## config.mk

```make
export PLATFORM = sky130hd
export DESIGN_NAME = ifetch_flat
export DESIGN_NICKNAME = d
export VERILOG_FILES = /design/src/rtl/ifetch_if.sv /design/src/rtl/ifetch.sv /design/src/flat_wrapper.sv
export SDC_FILE = /design/constraint.sdc
export NUM_CORES = 2
export LEC_CHECK = 0
export ABC_AREA = 0
export BUFFER_PORTS_ARGS = -buffer_cell sky130_fd_sc_hd__buf_2
export CORE_MARGIN = 2
export CORE_UTILIZATION = 43
export DETAILED_ROUTE_END_ITERATION = 12
export GPL_ROUTABILITY_DRIVEN = 0
export HOLD_SLACK_MARGIN = 0.06
export PLACE_DENSITY_LB_ADDON = 0.08
export SYNTH_ARGS = -nofsm -noshare
export SYNTH_HDL_FRONTEND = slang
export SYNTH_SLANG_ARGS = --single-unit
```

## constraint.sdc

```tcl
create_clock -name clk -period 7.55 [get_ports clk]
set_clock_uncertainty 0.2 [all_clocks]
set_input_delay 0.755 -clock clk [delete_from_list [all_inputs] [get_ports clk]]
set_output_delay 0.755 -clock clk [all_outputs]
set_load 0.005 [all_outputs]
```

## src/rtl/ifetch_if.sv

```systemverilog
// Fetch-stage bus: memory-controller refill channel plus the registered bundle to the decoder.
// master = fetch stage, slave = memory controller / decoder side.
interface ifetch_if;
  logic        mc_en;
  logic [31:0] mc_pc;
  logic        mc_done;
  logic [31:0] mc_data;
  logic        inst_rdy;
  logic [31:0] inst;
  logic [31:0] inst_pc;
  logic        inst_pre_jump;

  modport master (
    output mc_en, mc_pc, inst_rdy, inst, inst_pc, inst_pre_jump,
    input  mc_done, mc_data
  );

  modport slave (
    input  mc_en, mc_pc, inst_rdy, inst, inst_pc, inst_pre_jump,
    output mc_done, mc_data
  );
endinterface

```

## src/rtl/ifetch.sv

```systemverilog
// Instruction fetch: direct-mapped one-word-per-line icache with miss refill, BHT-based
// next-PC prediction, rollback redirect and commit-time BHT training.
module ifetch #(
  parameter int unsigned ICACHE_IDX_W = 6,
  parameter int unsigned BHT_IDX_W    = 8
) (
  input  logic        clk,
  input  logic        rst,
  input  logic        rdy,
  input  logic        rs_full,
  input  logic        lsb_full,
  input  logic        rob_full,
  input  logic        rollback,
  input  logic [31:0] rollback_pc,
  input  logic        br_upd,
  input  logic [31:0] br_upd_pc,
  input  logic        br_upd_jump,
  ifetch_if.master    bus
);

  localparam int unsigned IcacheN = 1 << ICACHE_IDX_W;
  localparam int unsigned BhtN    = 1 << BHT_IDX_W;
  localparam int unsigned TagW    = 32 - ICACHE_IDX_W - 2;

  localparam logic [6:0] OpJal    = 7'b1101111;
  localparam logic [6:0] OpBranch = 7'b1100011;

  typedef enum logic [0:0] {StIdle, StWaitMem} state_e;

  state_e      state_q;
  logic [31:0] pc_q;

  logic [IcacheN-1:0] cache_valid_q;
  logic [TagW-1:0]    cache_tag_q  [IcacheN];
  logic [31:0]        cache_data_q [IcacheN];
  logic [1:0]         bht_q        [BhtN];

  logic [ICACHE_IDX_W-1:0] c_idx;
  logic [TagW-1:0]         c_tag;
  logic [BHT_IDX_W-1:0]    p_idx;
  logic [BHT_IDX_W-1:0]    u_idx;
  logic                    hit;
  logic [31:0]             word;
  logic [31:0]             imm_j;
  logic [31:0]             imm_b;
  logic                    taken;
  logic [31:0]             next_pc;
  logic                    stall;
  logic                    fill_we;
  logic                    unused_br_pc;

  assign unused_br_pc = ^{br_upd_pc[31:BHT_IDX_W+2], br_upd_pc[1:0]};

  always_comb begin
    c_idx   = pc_q[ICACHE_IDX_W+1:2];
    c_tag   = pc_q[31:ICACHE_IDX_W+2];
    p_idx   = pc_q[BHT_IDX_W+1:2];
    u_idx   = br_upd_pc[BHT_IDX_W+1:2];
    hit     = cache_valid_q[c_idx] && (cache_tag_q[c_idx] == c_tag);
    word    = cache_data_q[c_idx];
    imm_j   = {{11{word[31]}}, word[31], word[19:12], word[20], word[30:21], 1'b0};
    imm_b   = {{19{word[31]}}, word[31], word[7], word[30:25], word[11:8], 1'b0};
    taken   = 1'b0;
    next_pc = pc_q + 32'd4;
    // Prediction reads the BHT before this cycle's training write lands.
    if (word[6:0] == OpJal) begin
      taken   = 1'b1;
      next_pc = pc_q + imm_j;
    end else if (word[6:0] == OpBranch && bht_q[p_idx] >= 2'd2) begin
      taken   = 1'b1;
      next_pc = pc_q + imm_b;
    end
    stall   = rs_full | lsb_full | rob_full;
    fill_we = rdy && !rollback && (state_q == StWaitMem) && bus.mc_done;
  end

  always_ff @(posedge clk) begin
    if (rst) begin
      state_q           <= StIdle;
      pc_q              <= '0;
      bus.inst_rdy      <= 1'b0;
      bus.inst          <= '0;
      bus.inst_pc       <= '0;
      bus.inst_pre_jump <= 1'b0;
      bus.mc_en         <= 1'b0;
      bus.mc_pc         <= '0;
    end else if (rdy) begin
      if (rollback) begin
        // An mc_done arriving now is dropped; fill_we is also gated by rollback.
        pc_q         <= rollback_pc;
        bus.inst_rdy <= 1'b0;
        bus.mc_en    <= 1'b0;
        state_q      <= StIdle;
      end else begin
        unique case (state_q)
          StIdle: begin
            if (!hit) begin
              // Miss starts even under stall so the refill overlaps it.
              bus.mc_en    <= 1'b1;
              bus.mc_pc    <= {pc_q[31:2], 2'b00};
              bus.inst_rdy <= 1'b0;
              state_q      <= StWaitMem;
            end else if (stall) begin
              bus.inst_rdy <= 1'b0;
            end else begin
              bus.inst          <= word;
              bus.inst_pc       <= pc_q;
              bus.inst_pre_jump <= taken;
              bus.inst_rdy      <= 1'b1;
              pc_q              <= next_pc;
            end
          end
          StWaitMem: begin
            bus.inst_rdy <= 1'b0;
            if (bus.mc_done) begin
              bus.mc_en <= 1'b0;
              state_q   <= StIdle;
            end
          end
          default: state_q <= StIdle;
        endcase
      end
    end
  end

  always_ff @(posedge clk) begin
    if (rst) begin
      cache_valid_q <= '0;
    end else if (fill_we) begin
      cache_valid_q[c_idx] <= 1'b1;
    end
  end

  // Tag/data need no reset: valid bits gate every use.
  always_ff @(posedge clk) begin
    if (!rst && fill_we) begin
      cache_tag_q[c_idx]  <= c_tag;
      cache_data_q[c_idx] <= bus.mc_data;
    end
  end

  always_ff @(posedge clk) begin
    if (rst) begin
      for (int i = 0; i < BhtN; i++) begin
        bht_q[i] <= 2'd1;
      end
    end else if (rdy && br_upd) begin
      if (br_upd_jump) begin
        if (bht_q[u_idx] != 2'd3) bht_q[u_idx] <= bht_q[u_idx] + 2'd1;
      end else begin
        if (bht_q[u_idx] != 2'd0) bht_q[u_idx] <= bht_q[u_idx] - 2'd1;
      end
    end
  end

endmodule

```

## src/flat_wrapper.sv

```systemverilog
// flat-port wrapper written by rule: the top's interface ports become plain ports
module ifetch_flat 
#(
  parameter int unsigned ICACHE_IDX_W = 6,
  parameter int unsigned BHT_IDX_W    = 8
)
  (clk, rst, rdy, rs_full, lsb_full, rob_full, rollback, rollback_pc, br_upd, br_upd_pc, br_upd_jump, bus_mc_en, bus_mc_pc, bus_inst_rdy, bus_inst, bus_inst_pc, bus_inst_pre_jump, bus_mc_done, bus_mc_data);
  ifetch_if bus_i ();
  input  logic clk;
  input  logic rst;
  input  logic rdy;
  input  logic rs_full;
  input  logic lsb_full;
  input  logic rob_full;
  input  logic rollback;
  input  logic [31:0] rollback_pc;
  input  logic br_upd;
  input  logic [31:0] br_upd_pc;
  input  logic br_upd_jump;
  output wire logic [$bits(bus_i.mc_en)-1:0] bus_mc_en;
  output wire logic [$bits(bus_i.mc_pc)-1:0] bus_mc_pc;
  output wire logic [$bits(bus_i.inst_rdy)-1:0] bus_inst_rdy;
  output wire logic [$bits(bus_i.inst)-1:0] bus_inst;
  output wire logic [$bits(bus_i.inst_pc)-1:0] bus_inst_pc;
  output wire logic [$bits(bus_i.inst_pre_jump)-1:0] bus_inst_pre_jump;
  input wire logic [$bits(bus_i.mc_done)-1:0] bus_mc_done;
  input wire logic [$bits(bus_i.mc_data)-1:0] bus_mc_data;
  assign bus_mc_en = bus_i.mc_en;
  assign bus_mc_pc = bus_i.mc_pc;
  assign bus_inst_rdy = bus_i.inst_rdy;
  assign bus_inst = bus_i.inst;
  assign bus_inst_pc = bus_i.inst_pc;
  assign bus_inst_pre_jump = bus_i.inst_pre_jump;
  assign bus_i.mc_done = bus_mc_done;
  assign bus_i.mc_data = bus_mc_data;
  ifetch #(.ICACHE_IDX_W(ICACHE_IDX_W), .BHT_IDX_W(BHT_IDX_W)) u_core (.clk(clk), .rst(rst), .rdy(rdy), .rs_full(rs_full), .lsb_full(lsb_full), .rob_full(rob_full), .rollback(rollback), .rollback_pc(rollback_pc), .br_upd(br_upd), .br_upd_pc(br_upd_pc), .br_upd_jump(br_upd_jump), .bus(bus_i));
endmodule
```

# --- Yosys cells after proc, flatten, opt, wreduce, memory -nomap -nowiden ---
# Memories as Yosys holds them, arrays and structs flattened. A register that Yosys moved wholly into a read port is not among the register bits.
# Cells that the tools add are included.
word_totals:
  input_bits: 106
  output_inout_bits: 99
  mem_bits_rw: 4096
  memories: 3
  register_bits: 194
classes:
  eq_ne: 8
  add_sub_neg: 5
  bitwise_logic: 8
  order_cmp: 3
  n_reduce_logical: 17
  mux: 48
mem_list:
  columns: ["memory", "depth", "width", "rd", "rd_ports_with_merged_regs", "wr", "line", "rtl"]
  rows:
  - ["u_core.cache_data_q", 64, 32, 1, 1, 1, "ifetch.sv:35", "logic [31:0] cache_data_q [IcacheN];"]
  - ["u_core.cache_tag_q", 64, 24, 1, 1, 1, "ifetch.sv:34", "logic [TagW-1:0] cache_tag_q [IcacheN];"]
  - ["u_core.bht_q", 256, 2, 2, 1, 256, "ifetch.sv:36", "logic [1:0] bht_q [BhtN];"]
ops:
  columns: ["op", "count"]
  rows:
  - ["32-bit 2-to-1 mux", 6]
  - ["32-bit adder", 2]
  - ["64-bit OR", 1]
  - ["32-bit by 3-bit adder with 32-bit output, second input constant", 1]
  - ["1-bit 2-to-1 mux", 28]
  - ["24-bit == test", 1]
  - ["6-bit 2-to-1 mux", 4]
  - ["8-bit 2-to-1 mux", 3]
  - ["7-bit == test, second input constant", 2]
  - ["1-bit logical AND", 8]
  - ["4-bit AND reduction", 2]
  - ["6-bit by 7-bit < comparator with 1-bit output, second input constant", 1]
  - ["1-bit binary-select mux with 6-bit select", 1]
  - ["1-bit demux with 6-bit select", 1]
  - ["6-bit by 1-bit >= comparator with 1-bit output, second input constant", 1]
  - ["2-bit inequality test, second input constant", 3]
  - ["3-bit inequality test, second input constant", 2]
  - ["1-bit case mux with 2 select lines", 3]
  - ["5-bit AND reduction", 1]
  - ["2-bit 2-to-1 mux", 2]
  - ["1-bit inverter", 4]
  - ["2-bit nonzero test", 2]
  - ["1-bit OR", 3]
  - ["3-bit AND reduction", 1]
  - ["other kinds (5)", 6]

# --- Depth between registers and ports, before layout ---
depth:
  depth_word: 10
  depth_mapped: 29

# --- Least setup slack after synthesis ---
# OpenSTA, ideal clock, no wires.
synth_path:
  path_kind: "input port to flip-flop"
  start: "input port rdy"
  end: "memory u_core.cache_data_q[56][0], enable pin"
  cell_stages: 5
  required_ns: 6.738
  setup_slack_ns: -0.278
  arrival_time_ns: 7.016
  path_buffers: 1
  cell_sequence: "clkbuf_1 -> nand2_1 -> nor3_1 -> nand4_1 -> nor4_1"
synth_between:
  elab_chain_len: 6
synth_rtl:
  columns: ["item", "line", "rtl"]
  rows:
  - ["start: declaration", "flat_wrapper.sv:11", "input logic rdy;"]
  - ["1-bit logical AND (3 in a row)", "ifetch.sv:74", "fill_we = rdy && !rollback && (state_q == StWaitMem) && bus.mc_done;"]
  - ["1-bit logical AND", "ifetch.sv:136", "if (!rst && fill_we) begin"]
  - ["1-bit 2-to-1 mux", "ifetch.sv:136", null]
  - ["1-bit 2-to-1 mux (not written as such)", "ifetch.sv:138", "cache_data_q[c_idx] <= bus.mc_data;"]
  - ["end: declaration", "ifetch.sv:35", null]
# Every way passes these cells.

==> flow_summary_export.csv <==
group,metric,value,unit
clocking,clk_latency,1.04,ns
clocking,cts_tree,"done",
floorplanning,initial_core_util,0.431,
timing,worst_pin_slew,1.40,ns
timing,fmax,0.142,GHz
clocking,htreeDepth,5,
timing,setup_viol,0,
placed_design,placed_area,185000,um^2
floorplanning,num_io_pins,205,
global_routing,grt_max_degree,125,
critical_path,critPathMaxFanout,38,
logic_synthesis,synth_area_leaders,"edfxtp_1, mux4_2, dfxtp_1",
finish,final_cell_area,200000,um^2
run,drv_cap,0,
critical_path,arrival,7.77,ns
floorplanning,die_area,415000,um^2
logic_synthesis,async_reset_ff_frac,0,
logic_synthesis,synth_commonest_cells,"edfxtp_1, mux4_2, nand2_1, nor2_1, clkbuf_1",
logic_synthesis,synthCells,9271,
critical_path,startpoint_type,"flop",
routing,viasPerCell,6.33,
timing,period_minus_slack,7.03,ns
finish,stdcell_count,15542,
pwr,power_density,259,nW/um^2
routing,totalWireLength,601,mm
routing,antenna_left,0,
timing,hold_viol_final,0,
global_routing,antenna_found_initial,27,
worst_hold_path,hold_class,"input pin to flop",
floorplanning,die_w,644,um
logic_synthesis,synth_area_per_cell,19.0,um^2
routing,first_pass_iters,8,
placed_design,port_buffers,178,
pwr,p_leak,63.3,nW
logic_synthesis,ys.flop_type,"edfxtp_1",
global_routing,grt_pass1_vias,97230,
clocking,cts_setup_buffers,0,
critical_path,worstSetupEndpointType,"flop",
logic_synthesis,synth-edff-count,4096,
clocking,hold_buffers,31,
finish,num-nets-final,9840,
global_routing,gr-total-overflow,0,
floorplanning,core,409000,um^2
clocking,cts_buffer_depth,4,
critical_path,required,8.29,ns
global_routing,track_usage,0.286,
placed_design,dp.cells,14650,
routing,drt_iter0_markers,13037,
clocking,root_buffer,"clkbuf_16",
pwr,ir_drop,0.228,mV
logic_synthesis,synth.yosys.seq_area_share,0.721,
finish,area_growth,13.5,%
timing,fin_tns_setup,0,ns
timing,max_slew_margin,0.0561,
clocking,cts_sinks,4298,
logic_synthesis,yosys.area.top_type_share,0.698,
logic_synthesis,yosysUniqueCellTypes,106,
global_routing,grt_pass1_wl,816,mm
logic_synthesis,syn_area,176000,um^2
logic_synthesis,yosys_warnings,0,
timing,rsz0062_at_grt,"false",
clocking,cts_buffers,456,
floorplanning,die_h,644,um
finish,fillers,33763,
critical_path,critPathKind,"flop to flop",
logic_synthesis,synth-seq-cells,4298,
clocking,cts_resized,0,
routing,drc,0,
timing,slew_violations,0,
routing,avgRoutedWirePerCell,38.7,um
finish,layout-drive-gt1-share,0.260,
timing,min_period_over_period,0.931,
finish,final_util,0.490,
routing,vias,98353,
floorplanning,rows,235,
logic_synthesis,synth_top_area_cell,"edfxtp_1",
clocking,clkTransAtPathRegs,0.06,ns
status,status,"finished clean",
logic_synthesis,synth_most_common_cell,"edfxtp_1",
placed_design,hpwl,342,mm
-- worst paths after layout --
check / slack [ns] / end / cells past startpoint / from
max: 0.52 / u_core.bus.inst[25] / 17 / flop
min: 0.18 / u_core.bht_q[255][1] / 3 / br_upd_pc[9]
max reg2reg: 0.52 / u_core.bus.inst[25] / 17 / flop
min reg2reg: 0.24 / u_core.cache_valid_q[53] / 1 / u_core.cache_valid_q[53]
-- registers in the layout, summed over array words and instances (netlist names), 30 cells and up, named ones only --
signal,count
u_core.cache_tag_q,1536
u_core.cache_data_q,2048
u_core.bus.inst_pc,32
u_core.bht_q,512
u_core.pc_q,32
u_core.bus.inst,32
u_core.bus.mc_pc,30
u_core.cache_valid_q,64
-- worst max-delay path, stage by stage (launching register included) --
cell      delay (ns)
dfxtp_4         0.50
buf_12          0.26
buf_12          0.27
buf_12          0.31
buf_12          0.32
buf_4           0.47
mux4_2          0.33
nand2_1         0.06
a32oi_1         0.92
a21oi_1         0.36
a21boi_0        0.30
nand4b_1        0.14
nor4_2          0.82
buf_4           0.23
and4b_4         0.62
buf_4           0.31
nand2_1         0.13
a21oi_1         0.20
-- final cells by class --
cell class,instances,area [um^2],share of cell area
Sequential cell,4298,127000,0.635
Multi-Input combinational cell,4278,46100,0.230
Clock buffer,572,12000,0.0601
Tap cell,5451,6820,0.0341
Timing Repair Buffer,621,5610,0.0280
Clock inverter,269,2250,0.0112
Inverter,33,146,0.000732
Antenna cell,20,50.0,0.000250
-- per-layer routing --
metal  GRT usage  vias to the layer above  wire length, um
met2       0.459                     4613           285000
met1       0.398                    53883           246000
met3      0.0483                     1011            46100
met4      0.0982                       14            23300
met5           0                        -               84
li1            -                    38832                -
-- cells by family (layout without fill, tap and decap cells) --
logic type	after synthesis	count (layout)	synth area share
flip-flops	4298	4298	0.721
XOR/XNOR	74	74	0.00368
AND/OR/NAND/NOR	1629	1629	0.0421
AO/OA/AOI/OAI	1074	1074	0.0415
other	1	22	0.0000213
buffers and inverters	696	1495	0.0214
multiplexers	1453	1453	0.167
adder cells (fa/ha/maj)	46	46	0.00335
-- cells in the final DEF, fill, tap and decap left out, types with 38 or more instances in the layout --
master / netlist / routed
a21o_1: 220 / 220
a21oi_1: 183 / 183
a22oi_1: 116 / 116
a31oi_1: 43 / 42
buf_12: 22 / 103
buf_2: 176 / 175
buf_4: 72 / 309
clkbuf_1: 283 / 104
clkbuf_16: 0 / 462
clkinv_1: 2 / 128
clkinv_2: 0 / 80
dfxtp_1: 202 / 169
edfxtp_1: 4096 / 4096
ha_1: 44 / 44
mux2_2: 52 / 52
mux2i_1: 222 / 222
mux4_2: 1152 / 1152
nand2_1: 705 / 704
nand3_1: 124 / 121
nor2_1: 451 / 386
nor2_4: 0 / 61
nor3_1: 63 / 57
o21ai_0: 215 / 215
xnor2_1: 38 / 38
-- where the power goes --
| part | internal (mW) | switching (mW) |
|---|---|---|
| Sequential | 26.2 | 0.126 |
| Clock | 12.4 | 9.44 |
| Combinational | 1.34 | 2.33 |
| Total | 39.9 | 11.9 |
-- through the flow --
| stage | hold slack (ns) | power (mW) | worst slack [ns] |
|---|---|---|---|
| floorplan | 0.218 | 29.0 | 0.814 |
| global placement | 0.226 | 30.4 | 0.116 |
| detailed placement | 0.235 | 30.4 | 0.598 |
| CTS | 0.0881 | 52.0 | 0.592 |
| global route | 0.147 | 53.1 | 0.377 |
| finish | 0.182 | 51.7 | 0.518 |
Power figures use the tool's default switching activity.
